[src/rtl/iir_out_packer.sv]
// iir_out_packer: output stage behind the 8th-order IIR filter.
// Rescales each 17-bit filter result to an 8-bit lane with saturation,
// packs LANES lanes per word and buffers words in a FIFO drained through
// a valid/ready handshake. The first SKIP accepted samples after reset
// (filter pipeline fill) are discarded.
// Build option: define IIR_PACK_ROUND_EN for round-half-up rescaling;
// the default build truncates.
module iir_out_packer #(
  parameter int unsigned DIN_W = 17,
  parameter int unsigned SHIFT = 9,
  parameter int unsigned OUT_W = 8,
  parameter int unsigned LANES = 4,
  parameter int unsigned DEPTH = 8,
  parameter int unsigned SKIP  = 2
) (
  input  logic                        clk,
  input  logic                        rst,
  input  logic                        in_valid,
  input  logic [DIN_W-1:0]            in_data,
  input  logic                        flush,
  output logic                        out_valid,
  input  logic                        out_ready,
  output logic [LANES*OUT_W-1:0]      out_data,
  output logic                        out_last,
  output logic [$clog2(DEPTH):0]      fifo_count,
  output logic                        sat,
  output logic                        overflow,
  output logic                        busy
);

  localparam int unsigned WORD_W = LANES * OUT_W;
  localparam int unsigned AW     = $clog2(DEPTH);
  localparam int unsigned CW     = AW + 1;
  localparam int unsigned LCW    = (LANES > 1) ? $clog2(LANES) : 1;
  localparam int unsigned SKW    = (SKIP < 1) ? 1 : $clog2(SKIP + 1);

  localparam logic [LCW-1:0]   LANE_LAST = LCW'(LANES - 1);
  localparam logic [SKW-1:0]   SKIP_LAST = SKW'((SKIP == 0) ? 0 : SKIP - 1);
  localparam logic [DIN_W:0]   Y_MAX     = (DIN_W + 1)'((1 << OUT_W) - 1);
  localparam logic [CW-1:0]    FULL_CNT  = CW'(DEPTH);

  localparam logic ST_WARM  = 1'b0;
  localparam logic ST_RUN   = 1'b1;
  localparam logic ST_RESET = (SKIP == 0) ? ST_RUN : ST_WARM;

  // ---------------------------------------------------------------------
  // Warm-up control
  // ---------------------------------------------------------------------
  logic           state;
  logic [SKW-1:0] skip_cnt;
  logic           run;

  assign run = (state == ST_RUN);

  // Count and discard filter pipeline-fill samples, then enter RUN.
  always_ff @(posedge clk) begin
    if (rst) begin
      state    <= ST_RESET;
      skip_cnt <= '0;
    end else if (state == ST_WARM && in_valid) begin
      skip_cnt <= skip_cnt + SKW'(1);
      if (skip_cnt == SKIP_LAST) begin
        state <= ST_RUN;
      end
    end
  end

  // ---------------------------------------------------------------------
  // Stage 1: rescale and saturate
  // ---------------------------------------------------------------------
  logic [DIN_W:0]   y_wide;
  logic             y_sat;
  logic [OUT_W-1:0] y_byte;

`ifdef IIR_PACK_ROUND_EN
  localparam logic [DIN_W:0] ROUND_BIAS =
    (SHIFT == 0) ? '0 : ((DIN_W + 1)'(1) << (SHIFT - 1));
`endif

  // Rescale one sample at DIN_W+1 bits so the rounding add cannot wrap.
  always_comb begin
`ifdef IIR_PACK_ROUND_EN
    y_wide = ({1'b0, in_data} + ROUND_BIAS) >> SHIFT;
`else
    y_wide = {1'b0, in_data} >> SHIFT;
`endif
    y_sat  = (y_wide > Y_MAX);
    y_byte = y_sat ? '1 : y_wide[OUT_W-1:0];
  end

  logic             s1_valid;
  logic             s1_flush;
  logic [OUT_W-1:0] s1_data;

  // Register the lane value; the flush marker travels alongside it.
  always_ff @(posedge clk) begin
    if (rst) begin
      s1_valid <= 1'b0;
      s1_flush <= 1'b0;
      s1_data  <= '0;
      sat      <= 1'b0;
    end else begin
      s1_valid <= run && in_valid;
      s1_flush <= run && flush;
      if (run && in_valid) begin
        s1_data <= y_byte;
        if (y_sat) begin
          sat <= 1'b1;
        end
      end
    end
  end

  // ---------------------------------------------------------------------
  // Stage 2: lane packing
  // ---------------------------------------------------------------------
  logic [LCW-1:0]    lane_cnt;
  logic [WORD_W-1:0] pack;
  logic [WORD_W-1:0] pack_nxt;
  logic [LCW-1:0]    cnt_nxt;
  logic              word_full;
  logic              pk_push;

  logic              push_v;
  logic [WORD_W-1:0] push_word;
  logic              push_last;

  // Merge the incoming lane, then decide whether a word leaves this cycle.
  // A flush marker is applied after its own sample: it pushes whatever is
  // held once that sample has been merged, so a completing sample yields
  // one word tagged last and an empty pack yields nothing.
  always_comb begin
    pack_nxt  = pack;
    cnt_nxt   = lane_cnt;
    word_full = 1'b0;
    if (s1_valid) begin
      pack_nxt[lane_cnt*OUT_W +: OUT_W] = s1_data;
      if (lane_cnt == LANE_LAST) begin
        word_full = 1'b1;
        cnt_nxt   = '0;
      end else begin
        cnt_nxt = lane_cnt + LCW'(1);
      end
    end
    pk_push = word_full || (s1_flush && (s1_valid || (lane_cnt != '0)));
  end

  // Hold the partial word and register the outgoing word for the FIFO.
  always_ff @(posedge clk) begin
    if (rst) begin
      lane_cnt  <= '0;
      pack      <= '0;
      push_v    <= 1'b0;
      push_word <= '0;
      push_last <= 1'b0;
    end else begin
      push_v <= pk_push;
      if (pk_push) begin
        push_word <= pack_nxt;
        push_last <= s1_flush;
        lane_cnt  <= '0;
        pack      <= '0;
      end else begin
        lane_cnt <= cnt_nxt;
        pack     <= pack_nxt;
      end
    end
  end

  // ---------------------------------------------------------------------
  // Output FIFO with registered head
  // ---------------------------------------------------------------------
  logic [WORD_W-1:0] mem      [DEPTH];
  logic              mem_last [DEPTH];
  logic [AW-1:0]     wr_ptr;
  logic [AW-1:0]     rd_ptr;
  logic [AW-1:0]     rd_next;
  logic [CW-1:0]     count;
  logic              pop;
  logic              full;
  logic              wr_en;
  logic              drop;
  logic [WORD_W-1:0] head_nxt;
  logic              head_last_nxt;

  assign out_valid  = (count != '0);
  assign fifo_count = count;
  assign pop        = out_valid && out_ready;
  assign full       = (count == FULL_CNT);
  assign wr_en      = push_v && (!full || pop);
  assign drop       = push_v && full && !pop;
  assign rd_next    = rd_ptr + AW'(1);

  // Next head word: the registered output always mirrors the oldest entry,
  // including a word written into an empty (or emptying) FIFO this cycle.
  always_comb begin
    head_nxt      = out_data;
    head_last_nxt = out_last;
    if (pop) begin
      if (count == CW'(1)) begin
        if (wr_en) begin
          head_nxt      = push_word;
          head_last_nxt = push_last;
        end
      end else begin
        head_nxt      = mem[rd_next];
        head_last_nxt = mem_last[rd_next];
      end
    end else if (count == '0 && wr_en) begin
      head_nxt      = push_word;
      head_last_nxt = push_last;
    end
  end

  // FIFO storage; contents need no reset since count gates visibility.
  always_ff @(posedge clk) begin
    if (wr_en) begin
      mem[wr_ptr]      <= push_word;
      mem_last[wr_ptr] <= push_last;
    end
  end

  // Pointers, occupancy, head register and sticky overflow.
  always_ff @(posedge clk) begin
    if (rst) begin
      wr_ptr   <= '0;
      rd_ptr   <= '0;
      count    <= '0;
      overflow <= 1'b0;
      out_data <= '0;
      out_last <= 1'b0;
    end else begin
      if (wr_en) begin
        wr_ptr <= wr_ptr + AW'(1);
      end
      if (pop) begin
        rd_ptr <= rd_next;
      end
      count <= count + CW'(wr_en) - CW'(pop);
      if (drop) begin
        overflow <= 1'b1;
      end
      out_data <= head_nxt;
      out_last <= head_last_nxt;
    end
  end

  assign busy = s1_valid || (lane_cnt != '0) || push_v || (count != '0);

endmodule

[config.mk]
export PLATFORM = sky130hd
export DESIGN_NAME = iir_out_packer
export DESIGN_NICKNAME = d
export VERILOG_FILES = /design/src/rtl/iir_out_packer.sv
export SDC_FILE = /design/constraint.sdc
export NUM_CORES = 1
export LEC_CHECK = 0
export CELL_PAD_IN_SITES_DETAIL_PLACEMENT = 2
export CELL_PAD_IN_SITES_GLOBAL_PLACEMENT = 2
export CORE_UTILIZATION = 45
export DETAILED_ROUTE_END_ITERATION = 7
export HOLD_SLACK_MARGIN = 0.06
export PLACE_DENSITY_LB_ADDON = 0.1
export SYNTH_ARGS = -nofsm -noshare
export SYNTH_HDL_FRONTEND = slang
export SYNTH_SLANG_ARGS = --single-unit
[constraint.sdc]
create_clock -name clk -period 5 [get_ports clk]
set_clock_uncertainty 0.05 [all_clocks]
set_input_delay 1 -clock clk [delete_from_list [all_inputs] [get_ports clk]]
set_output_delay 1 -clock clk [all_outputs]
set_load 0.005 [all_outputs]
* After elaboration in Yosys (flattened, before gate mapping)
Memories as Yosys holds them, arrays and structs flattened. Cells that the tools add are included.
Operators by class: multiplexer cells 16, bitwise operators 1, equality and inequality tests 5, shift operators 2, add/sub/neg operators 7, reduce and logical (&&, ||, !) cells 24, magnitude comparators 1
Operators with widths (number):
- 32-bit 2-to-1 mux | 5
- 5-bit negator with 34-bit output | 1
- 8-bit by 34-bit variable shift with 32-bit output (first input constant) | 1
- 8-bit by 34-bit variable part select with 32-bit output | 1
- 32-bit bitwise mux | 1
- 1-bit logical AND | 9
- 8-bit > comparator (second input constant) | 1
- 1-bit 2-to-1 mux | 8
- 8-bit 2-to-1 mux | 1
- 3-bit by 1-bit adder with 3-bit output (second input constant) | 2
- 2-bit AND reduction | 3
- 1-bit logical OR | 5
- 2-bit by 1-bit adder with 2-bit output (second input constant) | 2
- 4-bit by 1-bit adder with 4-bit output | 1
- 4-bit by 1-bit == test with 1-bit output (second input constant) | 1
- 4-bit == test (second input constant) | 1
- 4-bit logical NOT | 1
- 2-bit nonzero test | 2
- 4-bit nonzero test | 1
- 4-bit by 1-bit subtractor with 4-bit output | 1
- 3-bit inequality test (second input constant) | 1
- 2-bit by 1-bit == test with 1-bit output (second input constant) | 1
- 2-bit == test (second input constant) | 1
- 1-bit logical NOT | 2
- 3 further kinds | 3
Word-level totals: output and inout bits 41, register bits 126, memories kept 2, input bits 22, RAM bits 264, logic and storage cells 75
Memory list:
- mem | depth 8, bits a word 32, read ports 1, clocked after memory_dff 0, write ports 1, RTL line 173 | logic [WORD_W-1:0] mem [DEPTH];
- mem_last | depth 8, bits a word 1, read ports 1, clocked after memory_dff 0, write ports 1, RTL line 174 | logic mem_last [DEPTH];

* Depth between registers and ports, before layout
Gate-level depths: netlist of the first run.
depth after elaboration 7, depth in mapped cells 11, gate-level depth less buffers 10

* Least setup slack after synthesis of the first run
OpenSTA, ideal clock, no wires.
path type input port to flip-flop, start input out_ready, end memory mem[1][0] (netlist name) (enable), arrival 4.031 ns, data required time 4.486 ns, path buffers 1, setup time 0.464 ns, stages 5, setup slack 0.455 ns, cells stage by stage buf_2 -> nor2b_1 -> o21ai_1 -> or2_1 -> nor3_1
On the way: word-level cells in the longest chain between the ends 5
RTL lines:
- start: declaration | RTL line 22 | input logic out_ready,
- 1-bit logical AND | RTL line 188 | assign pop = out_valid && out_ready;
- 1-bit logical OR | RTL line 190 | assign wr_en = push_v && (!full || pop);
- 1-bit logical AND | RTL line 190
- 1-bit 2-to-1 mux | RTL line 217 | if (wr_en) begin
- 1-bit 2-to-1 mux (not written as such) | RTL line 218 | mem[wr_ptr] <= push_word;
- end: declaration | RTL line 173
Every way passes these cells.

* Worst setup path in the final report of the first run
start register count[2] (netlist: fifo_count[2]), end output busy
On the way: word-level cells in the longest chain between the ends 2
RTL lines:
- start: declaration | RTL line 178 | logic [CW-1:0] count;
- start signal: assignment | RTL line 239 | count <= count + CW'(wr_en) - CW'(pop);
- 4-bit nonzero test | RTL line 248 | assign busy = s1_valid || (lane_cnt != '0) || push_v || (count != '0);
- 1-bit logical OR | RTL line 248
- end: declaration | RTL line 28 | output logic busy
Every way passes these cells.

==> impl_metrics.ini, run 1 <==
[die]
die_y_microns = 184
core_area_sq_um = 32500
num_io_pins = 63
die_area_sq_um = 33800
initial_core_util_pct = 45.8
rows = 66
dieWidth_microns = 184

[worst_setup_path]
crit_type = reg2out
crit_path_start_kind = register
crit_fanout = 5
timing.rr.start = rd_ptr[0]
cpPeakStageDelay_ns = 0.45
cp_slowest_cell = or3b_1
cp-startpoint = fifo_count[2]
worstPathArrival_ns = 2.48
cp.required_ns = 3.95
path_cells = inv_1 > ha_1 > or3b_1 > or3_1 > clkdlybuf4s50_1
worst_setup_path_end_kind = output pin
critPathBufInv = 2
critical-path-top-delay-family = simple AND/OR/NAND/NOR gates

[finish]
drive_gt1_share_pct = 20.8
multiInputGateArea_sq_um = 4170
ff_latch_area_sq_um = 10400
final_common_cell = edfxtp_1
final_cell_mix = edfxtp_1 (264), dfxtp_1 (124), nor2_1 (79)
fin_nets = 977
fillers = 2922
n_antenna_cell = 0
syn2layout_area_growth_pct = 16.2

[route]
ant_nets = 0
drtIter0Drc = 514
drt-vias-per-instance = 5.89
drc = 0
vias = 8337
wirelength_mm = 39.0
dr.pass1.iters = 5
wl_per_cell_microns = 27.6

[global_routing]
grt_pass1_vias = 9388
grt-ovfl-total = 0
grt_usage_pct = 24.0
grt_antenna_before_repair = 0
grt_max_degree = 62
grt_pass1_wl_mm = 59.3

[clocking]
clk_pin_slew_ns = 0.06
cts.repair.resized = 0
clk_latency_ns = 0.55
ctsHtreeMaxLevel = 2
postCtsSetupRepairBufs = 0
cts_made_buffers = 41
clock_sinks = 389
cts_tree = built
cts-hold-fix-buffers = 0
clockBufferDepth = 3
cts_root_buf = clkbuf_16

[power_and_ir_drop]
sw_frac_of_total_pct = 26.9
power_density_nw_per_um2 = 470
net-switching-power_w = 0.00219
pwr-share-clk_pct = 38.4
ir_drop_mv = 0.322
power_leakage_nw = 5.97
power_frac_comb_pct = 17.3
p_int_w = 0.00595
power_frac_seq_pct = 44.3
p_total_w = 0.00815

[synth]
syn-instance-count = 888
synthTopCellsByArea = edfxtp_1 (53%), dfxtp_1 (17%), mux4_2 (10%)
synth_seq_cells = 389
ys_seq_area_share_pct = 70.0
synth_area_sq_um = 14900
yosysTopAreaCellShare_pct = 53.2
ys_warn_count = 0
ys.flop_type = edfxtp_1
synth_cell_types = 45
syn_nets = 925
avgSynthCellArea_sq_um = 16.8
async_flop_share_pct = 0
synth.largest_area_cell = edfxtp_1
synth_edf_count = 264

[timing]
timing.hold.ws_ns = 0.426
rsz0062_at_grt = false
period_minus_slack_ns = 3.53
fin_tns_setup_ns = 0
worst_pin_slew_ns = 1.16
hold_viol = 0
post-route-period-util_pct = 70.6
fmax_mhz = 283
slew_headroom_pct = 22.7
worst_slack_ns = 1.47
setup_viol = 0
maxSlewViolCount = 0

[min_path]
hold_start = overflow
hp-class = reg2reg

[status]
outcome = finished, final reports clean

[place]
pre_cts_slack_ns = 1.14
hpwl_mm = 21.9
place.gp.congestion = 0.763
numPortBuffers = 52

[flow_run]
cap_violations = 0
-- state kept, by name, indices dropped and copies added (netlist names), 3 cells and up --
signal,cells
fifo_count,4
mem,256
mem_last,8
out_data,32
pack,32
push_word,32
rd_ptr,3
s1_data,8
wr_ptr,3
-- through the flow --
step / util [%] / cell area (sq um) / cells
2_1_floorplan: - / 14900 / 888
5_1_grt: 53.2 / 17300 / 1415
3_3_place_gp: 48.9 / 15900 / 1339
4_1_cts: 53.2 / 17300 / 1415
6_report: 53.2 / 17300 / 1415
3_5_place_dp: 48.9 / 15900 / 1339
-- power groups by stage --
stage               logic, W  clock network (W)  registers (W)
CTS                  0.00144            0.00319        0.00362
global route         0.00152            0.00331        0.00363
global placement     0.00138                  0        0.00368
floorplan            0.00102                  0        0.00358
finish               0.00141            0.00313        0.00361
detailed placement   0.00142                  0        0.00368
-- worst min-delay path, cell delays in order (launching register included) --
cell and delay (ns):
dfxtp_1 0.33, a21oi_1 0.04, nor2_1 0.07
-- cells in the mapped netlist, types with 3 or more instances --
cell type / instances
nand3_1: 11
nand2b_1: 5
nor3_1: 3
nor2_1: 86
nor2b_1: 5
o22ai_1: 33
mux4_2: 66
o41ai_1: 3
mux2i_1: 3
dfxtp_1: 125
ha_1: 14
o2bb2ai_1: 32
a22oi_1: 32
inv_1: 11
or3b_1: 3
nand4b_1: 33
clkbuf_1: 42
buf_6: 8
buf_2: 12
a21oi_1: 16
xor2_1: 4
o41ai_2: 30
xnor2_1: 3
edfxtp_1: 264
nand2_1: 18
-- area by class of cell --
cell class	instances	share of cell area, %
clock buffers	60	6.99
inverters	11	0.238
clock inverters	16	1.05
well taps	442	3.19
repair buffers	74	4.16
flip-flops and latches	389	60.3
multi-input cells	423	24.1
-- cells by family after synthesis --
family / count (synthesis) / synth area share, %
flip-flops: 389 / 70.0
AND/OR/NAND/NOR: 177 / 6.37
AO/OA/AOI/OAI: 154 / 9.24
buffers and inverters: 76 / 2.47
multiplexers: 69 / 10.2
adder cells (fa/ha/maj): 15 / 1.31
XOR/XNOR: 7 / 0.411
other: 1 / 0.0252
-- final timing paths --
| path | to | slack, ns | cells after the start |
|---|---|---|---|
| max | busy | 1.47 | 5 |
| min | overflow | 0.43 | 2 |
| max reg2reg | out_data[8] | 1.65 | 5 |
| min reg2reg | overflow | 0.43 | 2 |
-- routing by layer --
| layer | vias up | part of all wire (%) | GRT usage, % |
|---|---|---|---|
| met5 | - | 0 | 0 |
| met4 | 0 | 2.4 | 6.73 |
| met3 | 66 | 3.2 | 3.45 |
| met2 | 181 | 52 | 42.5 |
| met1 | 4458 | 42 | 30.6 |
| li1 | 3632 | - | - |
Note: power is estimated with default switching activity, not from simulation.
==> inputs of run 2 (changes only) <==
==> constraint.sdc (replaced) <==
create_clock -name clk -period 3.6 [get_ports clk]
set_clock_uncertainty 0.05 [all_clocks]
set_input_delay 0.72 -clock clk [delete_from_list [all_inputs] [get_ports clk]]
set_output_delay 0.72 -clock clk [all_outputs]
set_load 0.005 [all_outputs]
==> impl_metrics.ini, run 2 (synthesis results as in run 1) <==
[finish]
drive_gt1_share_pct = 21.2
design_area_sq_um = 17300
largest_reg_flops = 256
fin_nets = 985
final_cell_mix = edfxtp_1 (264), dfxtp_1 (124), nor2_1 (79)
final_common_cell = edfxtp_1
n_antenna_cell = 0
regMostFlops = mem
syn2layout_area_growth_pct = 16.4

[global_routing]
grt-ovfl-total = 0
grt_antenna_before_repair = 0
grt_usage_pct = 24.2
grt_max_degree = 67
grt_pass1_wl_mm = 60.2
grt_pass1_vias = 9605

[timing]
slew_headroom_pct = 44.4
hold_viol = 0
setup_viol = 0
worst_pin_slew_ns = 0.831
fin_tns_setup_ns = 0
fmax_mhz = 300
period_minus_slack_ns = 3.34
rsz0062_at_grt = false
maxSlewViolCount = 0
post-route-period-util_pct = 92.7

[die]
initial_core_util_pct = 45.8
num_io_pins = 63
die_y_microns = 184
rows = 66
die_area_sq_um = 33800
dieWidth_microns = 184
core_area_sq_um = 32500

[status]
outcome = finished, final reports clean

[worst_setup_path]
worstPathArrival_ns = 2.57
worstRegToRegCells = 7
crit_type = reg2out
cp.required_ns = 2.83
cp-startpoint = fifo_count[2]
reg2reg_slack_ns = 1.01
crit_path_start_kind = register
timing.rr.start = fifo_count[2]
crit_fanout = 5
worst_setup_path_end_kind = output pin
timing.rr.end = mem[4][3]
cp-endpoint = busy

[place]
place.gp.congestion = 0.717
placed_area_sq_um = 16000
hpwl_mm = 23.8
numPortBuffers = 52

[clocking]
cts_root_buf = clkbuf_16
cts-hold-fix-buffers = 0
postCtsSetupRepairBufs = 0
cts_made_buffers = 41
cts.repair.resized = 0
clk_pin_slew_ns = 0.06
clockBufferDepth = 3
clk_latency_ns = 0.53
ctsHtreeMaxLevel = 2
clock_sinks = 389
cts_tree = built

[flow_run]
cap_violations = 0

[power_and_ir_drop]
power_frac_seq_pct = 44.4
p_int_w = 0.00810
pwr-share-clk_pct = 37.2
power_density_nw_per_um2 = 640
power_frac_comb_pct = 18.5
sw_frac_of_total_pct = 27.1
power_leakage_nw = 5.98
ir_drop_mv = 0.523
net-switching-power_w = 0.00301

[route]
vias = 8432
drtIter0Drc = 498
ant_nets = 0
dr.pass1.iters = 4
wirelength_mm = 39.5
drt-vias-per-instance = 5.93
wl_per_cell_microns = 27.8
drc = 0

[min_path]
hp-class = reg2reg
==> run 2: changes by cell type in the layout (fill, tap and decap cells not counted), sizes merged <==
cell,delta
bufinv,-3
clkinv,+3
buf,+8
clkbuf,+1
clkinvlp,-1
==> run 2: power by group through the flow <==
stage | Sequential, W | Combinational [W] | Clock [W]
CTS | 0.00493 | 0.00210 | 0.00421
finish | 0.00493 | 0.00205 | 0.00413
detailed placement | 0.00503 | 0.00209 | 0
global route | 0.00494 | 0.00221 | 0.00438
floorplan | 0.00498 | 0.00142 | 0
global placement | 0.00501 | 0.00200 | 0
==> run 2: stage by stage <==
step | std cells | total power, W | hold WS (ns) | worst slack (ns) | util [%]
floorplan | 888 | 0.00640 | 0.390 | 0.222 | -
global placement | 1347 | 0.00702 | 0.403 | 0.464 | 49.2
detailed placement | 1347 | 0.00711 | 0.424 | 0.303 | 49.2
CTS | 1423 | 0.0112 | 0.432 | 0.226 | 53.3
global route | 1423 | 0.0115 | 0.459 | 0.147 | 53.3
finish | 1423 | 0.0111 | 0.425 | 0.264 | 53.3
==> run 2: critical path, cell delays in order, from the launching register on <==
cell             delay (ns)
dfxtp_1                0.32
inv_1                  0.10
ha_1                   0.30
or3b_1                 0.48
or3_1                  0.39
clkdlybuf4s50_1        0.45
==> run 2: area by class of cell <==
cell class,instances,area (sq um)
Fill cell,2895,15200
Clock inverter,15,98.8
Clock buffer,61,1220
Inverter,11,41.3
Multi-Input combinational cell,423,4190
Timing Repair Buffer,82,806
Tap cell,442,553
Sequential cell,389,10400
==> run 2: how the worst min path moves through the flow <==
stage / start / endpoint / depth (start not counted)
after floorplan: rd_ptr[1] / rd_ptr[1] / 2
after global placement: rd_ptr[1] / rd_ptr[1] / 2
after detailed placement: rd_ptr[1] / rd_ptr[1] / 2
after CTS: rd_ptr[1] / rd_ptr[1] / 2
after global routing: rd_ptr[1] / rd_ptr[1] / 2
final: rd_ptr[1] / rd_ptr[1] / 2
==> run 2: metal layers <==
layer	wire length, microns	up-vias	track usage [%]
met1	16900	4555	31.4
met4	694	0	5.73
met5	0	-	0
li1	-	3646	-
met2	20600	175	42.9
met3	1350	56	3.51
==> inputs of run 3 (changes only) <==
--- a/config.mk
+++ b/config.mk
@@ -7,6 +7,7 @@
 export LEC_CHECK = 0
 export CELL_PAD_IN_SITES_DETAIL_PLACEMENT = 2
 export CELL_PAD_IN_SITES_GLOBAL_PLACEMENT = 2
+export CORE_MARGIN = 5
 export CORE_UTILIZATION = 45
 export DETAILED_ROUTE_END_ITERATION = 7
 export HOLD_SLACK_MARGIN = 0.06
==> impl_metrics.ini, run 3 (synthesis results as in run 1) <==
[status]
outcome = finished, final reports clean

[route]
ant_nets = 0
drtIter0Drc = 601
dr.pass1.iters = 5
wl_per_cell_microns = 28.7
drt-vias-per-instance = 5.99
wirelength_mm = 40.8
vias = 8520
drc = 0

[die]
core_area_sq_um = 32600
num_io_pins = 63
rows = 66
dieWidth_microns = 192
initial_core_util_pct = 45.7
die_area_sq_um = 36800
die_y_microns = 192

[clocking]
cts_made_buffers = 42
cts.repair.resized = 0
clock_sinks = 389
clockBufferDepth = 3
cts_tree = built
postCtsSetupRepairBufs = 0
cts-hold-fix-buffers = 0
ctsHtreeMaxLevel = 2
clk_pin_slew_ns = 0.06
cts_root_buf = clkbuf_16
clk_latency_ns = 0.53

[place]
pre_cts_slack_ns = 0.287
dp.cells = 1344
hpwl_mm = 22.8
placed_area_sq_um = 16000
numPortBuffers = 52
place.gp.congestion = 0.730

[timing]
period_minus_slack_ns = 3.27
timing.hold.ws_ns = 0.430
fmax_mhz = 306
worst_pin_slew_ns = 1.26
post-route-period-util_pct = 90.7
hold_viol = 0
rsz0062_at_grt = false
fin_tns_setup_ns = 0
maxSlewViolCount = 0
worst_slack_ns = 0.334
setup_viol = 0
slew_headroom_pct = 16.2

[finish]
largest_reg_flops = 256
fillers = 2868
fin_nets = 983
final_cell_mix = edfxtp_1 (264), dfxtp_1 (124), nor2_1 (79)
design_area_sq_um = 17300
regMostFlops = mem
syn2layout_area_growth_pct = 15.9
drive_gt1_share_pct = 20.9
multiInputGateArea_sq_um = 4170
n_antenna_cell = 0
fin_cells = 1422
final_common_cell = edfxtp_1
ff_latch_area_sq_um = 10400

[global_routing]
grt_pass1_wl_mm = 62.0
grt-ovfl-total = 0
grt_max_degree = 68
grt_pass1_vias = 9643
grt_usage_pct = 22.6
grt_antenna_before_repair = 0

[worst_setup_path]
timing.rr.start = fifo_count[2]
cpPeakStageDelay_ns = 0.45
worstRegToRegCells = 7
worstPathArrival_ns = 2.50
cp.required_ns = 2.83
reg2reg_slack_ns = 0.92
crit_fanout = 5
crit_path_start_kind = register
cp_slowest_cell = or3b_1
worst_setup_path_end_kind = output pin
timing.rr.end = out_data[22]
crit_type = reg2out
path_cells = inv_1 > ha_1 > or3b_1 > or3_1 > clkdlybuf4s50_1

[min_path]
hold_depth = 2
hold_start = rd_ptr[1]
hp-class = reg2reg
whs_endpoint = rd_ptr[1]

[power_and_ir_drop]
ir_drop_mv = 0.393
power_leakage_nw = 5.95
power_density_nw_per_um2 = 643

[flow_run]
cap_violations = 0
==> run 3: worst max-delay path by stage <==
stage / from / end / slack, ns / depth (start not counted)
detailed placement: out_ready / out_data[19] / 0.29 / 6
global placement: out_ready / out_data[16] / 0.37 / 6
finish: fifo_count[2] / busy / 0.33 / 5
floorplan: out_ready / mem[7][0] / 0.22 / 5
global route: fifo_count[2] / busy / 0.20 / 5
CTS: fifo_count[2] / busy / 0.27 / 5
==> run 3: worst max-delay path: cells and delay by family, from the launching register on <==
family,cells,cell delay [ns]
adder cells (fa/ha/maj),1,0.28
flip-flops,1,0.31
buffers and inverters,2,0.55
AND/OR/NAND/NOR,2,0.82
==> run 3: where the power goes <==
part	switching [W]	internal (W)	total, W
Combinational	0.00123	0.000827	0.00205
Sequential	0.0000922	0.00482	0.00491
Clock	0.00175	0.00238	0.00413
Total	0.00307	0.00803	0.0111
==> run 3: routing by layer <==
metal / GRT usage (%) / vias to the layer above / wire length [microns]
li1: - / 3667 / -
met1: 30.3 / 4567 / 17400
met2: 39.4 / 231 / 21000
met3: 2.76 / 55 / 1530
met4: 5.91 / 0 / 895
met5: 0 / - / 0
==> run 3: through the flow <==
stage / utilization [%] / total power (W)
6_report: 52.9 / 0.0111
5_1_grt: 52.9 / 0.0116
4_1_cts: 52.9 / 0.0113
3_5_place_dp: 48.9 / 0.00710
3_3_place_gp: 48.9 / 0.00701
2_1_floorplan: - / 0.00640
==> run 3: area by class of cell <==
class,instances,area share [%]
Tap cell,442,3.20
Inverter,11,0.239
Clock buffer,55,6.60
Multi-Input combinational cell,423,24.1
Clock inverter,23,1.03
Sequential cell,389,60.4
Timing Repair Buffer,79,4.39
